## config.mk

```make
export PLATFORM = sky130hd
export DESIGN_NAME = spectrum_peak_hold
export DESIGN_NICKNAME = d
export VERILOG_FILES = /design/src/rtl/spectrum_peak_hold.sv
export SDC_FILE = /design/constraint.sdc
export NUM_CORES = 2
export LEC_CHECK = 0
export ABC_AREA = 1
export BUFFER_PORTS_ARGS = -buffer_cell sky130_fd_sc_hd__buf_2
export CAP_MARGIN = 20
export CORE_UTILIZATION = 59
export CTS_BUF_LIST = sky130_fd_sc_hd__clkbuf_4 sky130_fd_sc_hd__clkbuf_8
export DETAILED_ROUTE_END_ITERATION = 6
export PLACE_DENSITY = 0.77
export SLEW_MARGIN = 20
export SYNTH_ARGS = -nofsm -noshare
export SYNTH_HDL_FRONTEND = slang
export SYNTH_SLANG_ARGS = --single-unit
```

## constraint.sdc

```tcl
create_clock -name clk -period 5 [get_ports clk]
set_input_delay 0.25 -clock clk [delete_from_list [all_inputs] [get_ports clk]]
set_output_delay 0.25 -clock clk [all_outputs]
set_load 0.1 [all_outputs]
```

## src/rtl/spectrum_peak_hold.sv

```systemverilog
// Per-bin alpha-max-beta-min magnitude with decaying peak-hold, published
// frame by frame through a ping-pong display buffer.
module spectrum_peak_hold #(
  parameter int unsigned MAG_W       = 8,
  parameter int unsigned NUM_BINS    = 64,
  parameter int unsigned BIN_AW      = 6,
  parameter int unsigned DECAY_SHIFT = 3
) (
  input  logic              clk,
  input  logic              rst_n,
  input  logic              in_valid,
  output logic              in_ready,
  input  logic [MAG_W-1:0]  re_abs,
  input  logic [MAG_W-1:0]  im_abs,
  input  logic              in_last,
  input  logic [BIN_AW-1:0] rd_addr,
  output logic [MAG_W:0]    rd_data,
  output logic              frame_done,
  output logic              frame_err
);

  localparam int unsigned PW = MAG_W + 1;
  localparam logic [BIN_AW-1:0] LAST_BIN = BIN_AW'(NUM_BINS - 1);

  typedef enum logic [1:0] {
    S_CLEAR = 2'd0,
    S_RUN   = 2'd1,
    S_SWAP1 = 2'd2,
    S_SWAP2 = 2'd3
  } state_t;

  state_t state, state_next;

  logic [PW-1:0] hold_mem  [NUM_BINS];
  logic [PW-1:0] bank0_mem [NUM_BINS];
  logic [PW-1:0] bank1_mem [NUM_BINS];

  logic [BIN_AW-1:0] clr_idx;
  logic [BIN_AW-1:0] bin_idx;
  logic              disp_bank;
  logic              err_pend;

  logic              s1_valid;
  logic [BIN_AW-1:0] s1_addr;
  logic [PW-1:0]     s1_mag;
  logic              s1_bank;
  logic [PW-1:0]     s1_old;

  logic              accept_c;
  logic              last_bin_c;
  logic              close_c;
  logic [MAG_W-1:0]  mx_c;
  logic [MAG_W-1:0]  mn_c;
  logic [PW-1:0]     mag_c;
  logic [PW-1:0]     decayed_c;
  logic [PW-1:0]     new_c;

  // Accept / frame-close decode and magnitude/peak datapath
  always_comb begin
    accept_c   = in_valid && in_ready;
    last_bin_c = (bin_idx == LAST_BIN);
    close_c    = accept_c && (in_last || last_bin_c);
    mx_c       = (re_abs >= im_abs) ? re_abs : im_abs;
    mn_c       = (re_abs >= im_abs) ? im_abs : re_abs;
    mag_c      = PW'(mx_c) + PW'(mn_c >> 1);
    decayed_c  = s1_old - (s1_old >> DECAY_SHIFT);
    new_c      = (s1_mag >= decayed_c) ? s1_mag : decayed_c;
  end

  // Next-state logic
  always_comb begin
    state_next = state;
    case (state)
      S_CLEAR: if (clr_idx == LAST_BIN) state_next = S_RUN;
      S_RUN:   if (close_c) state_next = S_SWAP1;
      S_SWAP1: state_next = S_SWAP2;
      S_SWAP2: state_next = S_RUN;
      default: state_next = S_CLEAR;
    endcase
  end

  // State, control and pipeline registers
  always_ff @(posedge clk) begin
    if (!rst_n) begin
      state      <= S_CLEAR;
      clr_idx    <= '0;
      bin_idx    <= '0;
      disp_bank  <= 1'b0;
      err_pend   <= 1'b0;
      in_ready   <= 1'b0;
      frame_done <= 1'b0;
      frame_err  <= 1'b0;
      s1_valid   <= 1'b0;
      s1_addr    <= '0;
      s1_mag     <= '0;
      s1_bank    <= 1'b0;
      rd_data    <= '0;
    end else begin
      state      <= state_next;
      in_ready   <= (state_next == S_RUN);
      frame_done <= (state == S_SWAP1);
      frame_err  <= (state == S_SWAP1) && err_pend;
      clr_idx    <= (state == S_CLEAR) ? clr_idx + BIN_AW'(1) : '0;
      s1_valid   <= accept_c;
      if (accept_c) begin
        s1_addr <= bin_idx;
        s1_mag  <= mag_c;
        s1_bank <= ~disp_bank;
        bin_idx <= close_c ? '0 : bin_idx + BIN_AW'(1);
      end
      if (close_c) err_pend <= in_last && !last_bin_c;
      if (state == S_SWAP2) disp_bank <= ~disp_bank;
      rd_data <= disp_bank ? bank1_mem[rd_addr] : bank0_mem[rd_addr];
    end
  end

  // Memories: CLEAR sweep has priority; otherwise the stage-2 peak write
  always_ff @(posedge clk) begin
    s1_old <= hold_mem[bin_idx];
    if (state == S_CLEAR) begin
      hold_mem[clr_idx]  <= '0;
      bank0_mem[clr_idx] <= '0;
      bank1_mem[clr_idx] <= '0;
    end else if (s1_valid) begin
      hold_mem[s1_addr] <= new_c;
      if (s1_bank) bank1_mem[s1_addr] <= new_c;
      else         bank0_mem[s1_addr] <= new_c;
    end
  end

endmodule

```

==> flow_summary.ini <==
[cells_and_area]
fraction_of_layout_instances_using_a_drive_strength_above_1_pct = 9.851
multi_input_comb_area_mm2 = 0.01832
area_growth_syn_to_layout_pct = 10.68
number_of_filler_cells_placed_in_the_layout = 8656
fin_nets = 6318
area.sequential_mm2 = 0.05298
finish.utilization_pct = 66.03

[synth]
synthTopCellsByCount = sky130_fd_sc_hd__edfxtp_1, sky130_fd_sc_hd__nand2_1, sky130_fd_sc_hd__nand3_1
async_flop_share_pct = 0
syn_nets = 6261
synth-seq-area-share_pct = 72.67
synth_top_area_cell = sky130_fd_sc_hd__edfxtp_1
synth.most_common_cell = sky130_fd_sc_hd__edfxtp_1
post_synth_main_area_contributors = sky130_fd_sc_hd__edfxtp_1, sky130_fd_sc_hd__nand2_1, sky130_fd_sc_hd__nand3_1, sky130_fd_sc_hd__nor2_1, sky130_fd_sc_hd__o21ai_0
synth_cell_types = 44
syn-instance-count = 6201
yosysWarnings = 0
synthDominantCellAreaShare_pct = 71.18
postSynthRegisterBits = 1782
post_synth_instance_area_mm2 = 0.07290
ys.flop_type = sky130_fd_sc_hd__edfxtp_1
synth_area_per_cell_um2 = 11.76
synth_edf_count = 1728

[clocking]
clock_latency_ns = 1.03
cts.htree.levels = 5
clkSlewWorstSetupHoldPaths_ns = 0.06
cts_repair_resize_count = 0
tritoncts_num_sinks = 1782
max-clock-path-buffers = 4
clockRootBuffer = sky130_fd_sc_hd__clkbuf_8
clock_buffers_created_by_tritoncts = 295
tritoncts_clock_tree = yes

[sta]
finalSetupViolations = 0
worst_pin_slew_ns = 1.088
hold_violations = 0
period_minus_slack_ns = 4.469
unrepaired_setup_endpoints_after_global_routing = no
fmax_mhz = 223.7
finalClockSkew_ns = 0.08140
final.period_utilization_pct = 89.39
relSlewSlack_pct = 27.19
finalMaxSlewViolations = 0

[grt]
grt_pass1_wl_um = 271400
grt_max_degree = 189
gr-usage-all-layers_pct = 28.36
vias_in_the_first_global_route = 47250
grt_remaining_overflow = 0
antenna_found_initial = 1

[setup_path]
critical-path-top-delay-family = compound AO/OA/AOI/OAI gates
cp_num_buf_inv = 3
end_kind = register
start_kind = register
cp_data_arrival_time_ns = 5.25
slowest_delay_ns = 0.54
criticalPathCategory = reg -> reg
critical_path_peak_fanout = 24
critical_path_top_delay_cell = sky130_fd_sc_hd__or2_2
critical_path.cell_chain = inv_1 > ha_1 > fa_1 > o21ai_0 > nand2_1 > a21oi_1 > o21ai_0 > nand2_1 > inv_1 > ha_1 > a21oi_1 > o31a_1 > nand4_1 > or2_2 > a21oi_4 > buf_4
critPathRequiredTime_ns = 5.78

[power]
p_leak_nw = 29.47
p_per_area_mw_per_mm2 = 368.9
totalPowerFinal_w = 0.02976
ir_drop_v = 0.0002975

[routing]
route.detailed.wl_per_inst_um = 22.09
wirelength_um = 178500
drt-pass1-iter-count = 6
routed_via_density = 6.051
vias = 48870
final_antenna_net_count = 0
remaining_drc_errors = 0
drt_first_iter_violations = 6140

[die]
ioPinCount = 38
core-area_mm2 = 0.1222
initial_core_util_pct = 59.65
floorplan.rows = 128
die_area_mm2 = 0.1250
die_h_um = 353.5
fp.dieW_um = 353.5

[job]
timing.max_cap.violations = 0

[worst_hold_path]
hp-class = in -> reg

[placement]
gp_congestion = 0.8790
port_buffers = 37
dp_hpwl_um = 101300

[run_status]
status = completed
-- registers in the layout (all words and copies together) (netlist names), 2 cells and up --
name and count:
hold_mem 576, bank1_mem 576, state 2, bin_idx 6, rd_data 9, s1_old 9, clr_idx 6, bank0_mem 576
s1_addr 6, s1_mag 9
-- through the flow --
step           std cells  instance area [um^2]  hold WS (ns)  setup TNS (ns)  setup slack [ns]
3_5_place_dp        7567                 75070        0.4571               0            0.5491
4_1_cts             8070                 80660       0.01180               0            0.5369
6_report            8077                 80680        0.1177               0            0.5306
2_1_floorplan       6201                 72900        0.4208         -106.08          -0.07644
5_1_grt             8076                 80680        0.1262               0            0.2245
3_3_place_gp        7567                 75070        0.4548               0            0.4792
-- layer usage --
metal	vias up	track usage, %	routed length (um)
met5	-	0	0
met3	506	5.979	17340
met4	0	12.29	7538
li1	22250	-	-
met1	23410	37.31	67640
met2	2705	45.95	85950
-- worst paths after layout --
check | slack (ns) | depth (start not counted) | endpoint | startpoint
max | 0.53 | 16 | bank1_mem[45][3] | s1_old[0]
min | 0.12 | 6 | s1_mag[2] | im_abs[3]
max reg2reg | 0.53 | 16 | bank1_mem[45][3] | s1_old[0]
min reg2reg | 0.47 | 2 | s1_addr[1] | s1_addr[1]
-- final cells by class --
type	instances	share of cell area, %
flip-flops and latches	1782	65.67
multi-input cells	3937	22.71
clock buffers	398	6.076
well taps	1625	2.520
repair buffers	140	1.876
clock inverters	87	0.6265
inverters	102	0.5056
diodes	6	0.01861
-- what timing repair did --
action | in CTS | in global routing
hold buffers | 18 | 0
hold endpoints to repair | 40 | 0
setup buffers | 0 | 0
-- logic make-up after synthesis --
kind of cell | count (synthesis) | synth area share (%)
adders and majority gates | 34 | 0.6042
AOI/OAI and AO/OA | 572 | 4.446
buffers and inverters | 482 | 2.669
DFF | 1782 | 72.67
and+or+nand+nor | 3316 | 19.43
xor gates and xnor gates | 15 | 0.1802
-- worst min-delay path: cells and delay by family --
family	cells	cell delay, ns
buffers and inverters	2	0.13
AO/OA/AOI/OAI	2	0.33
adder cells (fa/ha/maj)	1	0.22
XOR/XNOR	1	0.14
-- power breakdown --
group	switching [W]	internal, W
sequential	0.0000236	0.0162
clock	0.00551	0.00652
combinational	0.00109	0.000408
-- layout by cell type, fill, tap and decap left out, types with 5 or more instances in the layout --
cell type,netlist,final
sky130_fd_sc_hd__edfxtp_1,1728,1728
sky130_fd_sc_hd__diode_2,0,6
sky130_fd_sc_hd__clkinv_1,4,54
sky130_fd_sc_hd__dlygate4sd3_1,0,18
sky130_fd_sc_hd__ha_1,32,32
sky130_fd_sc_hd__a21oi_4,0,24
sky130_fd_sc_hd__nand4_1,23,23
sky130_fd_sc_hd__clkinv_2,0,21
sky130_fd_sc_hd__or2_2,5,5
sky130_fd_sc_hd__buf_12,0,39
sky130_fd_sc_hd__o221ai_1,24,24
sky130_fd_sc_hd__xor2_1,13,13
sky130_fd_sc_hd__inv_1,89,87
sky130_fd_sc_hd__clkbuf_8,0,306
sky130_fd_sc_hd__o21ai_0,327,327
sky130_fd_sc_hd__nor3_1,15,15
sky130_fd_sc_hd__o21ai_1,5,5
sky130_fd_sc_hd__inv_2,9,7
sky130_fd_sc_hd__nand2_1,1520,1520
sky130_fd_sc_hd__clkbuf_4,0,92
sky130_fd_sc_hd__o22ai_1,76,76
sky130_fd_sc_hd__o21ai_2,8,8
sky130_fd_sc_hd__dfxtp_1,54,51
sky130_fd_sc_hd__buf_2,97,34
sky130_fd_sc_hd__buf_4,2,47
sky130_fd_sc_hd__o211ai_1,48,48
sky130_fd_sc_hd__nand3_1,1133,1133
sky130_fd_sc_hd__clkinvlp_4,0,10
sky130_fd_sc_hd__nor2_1,592,588
sky130_fd_sc_hd__a21oi_1,75,51
sky130_fd_sc_hd__nand4_4,7,7
No activity file was read; power rests on OpenSTA's default activity.
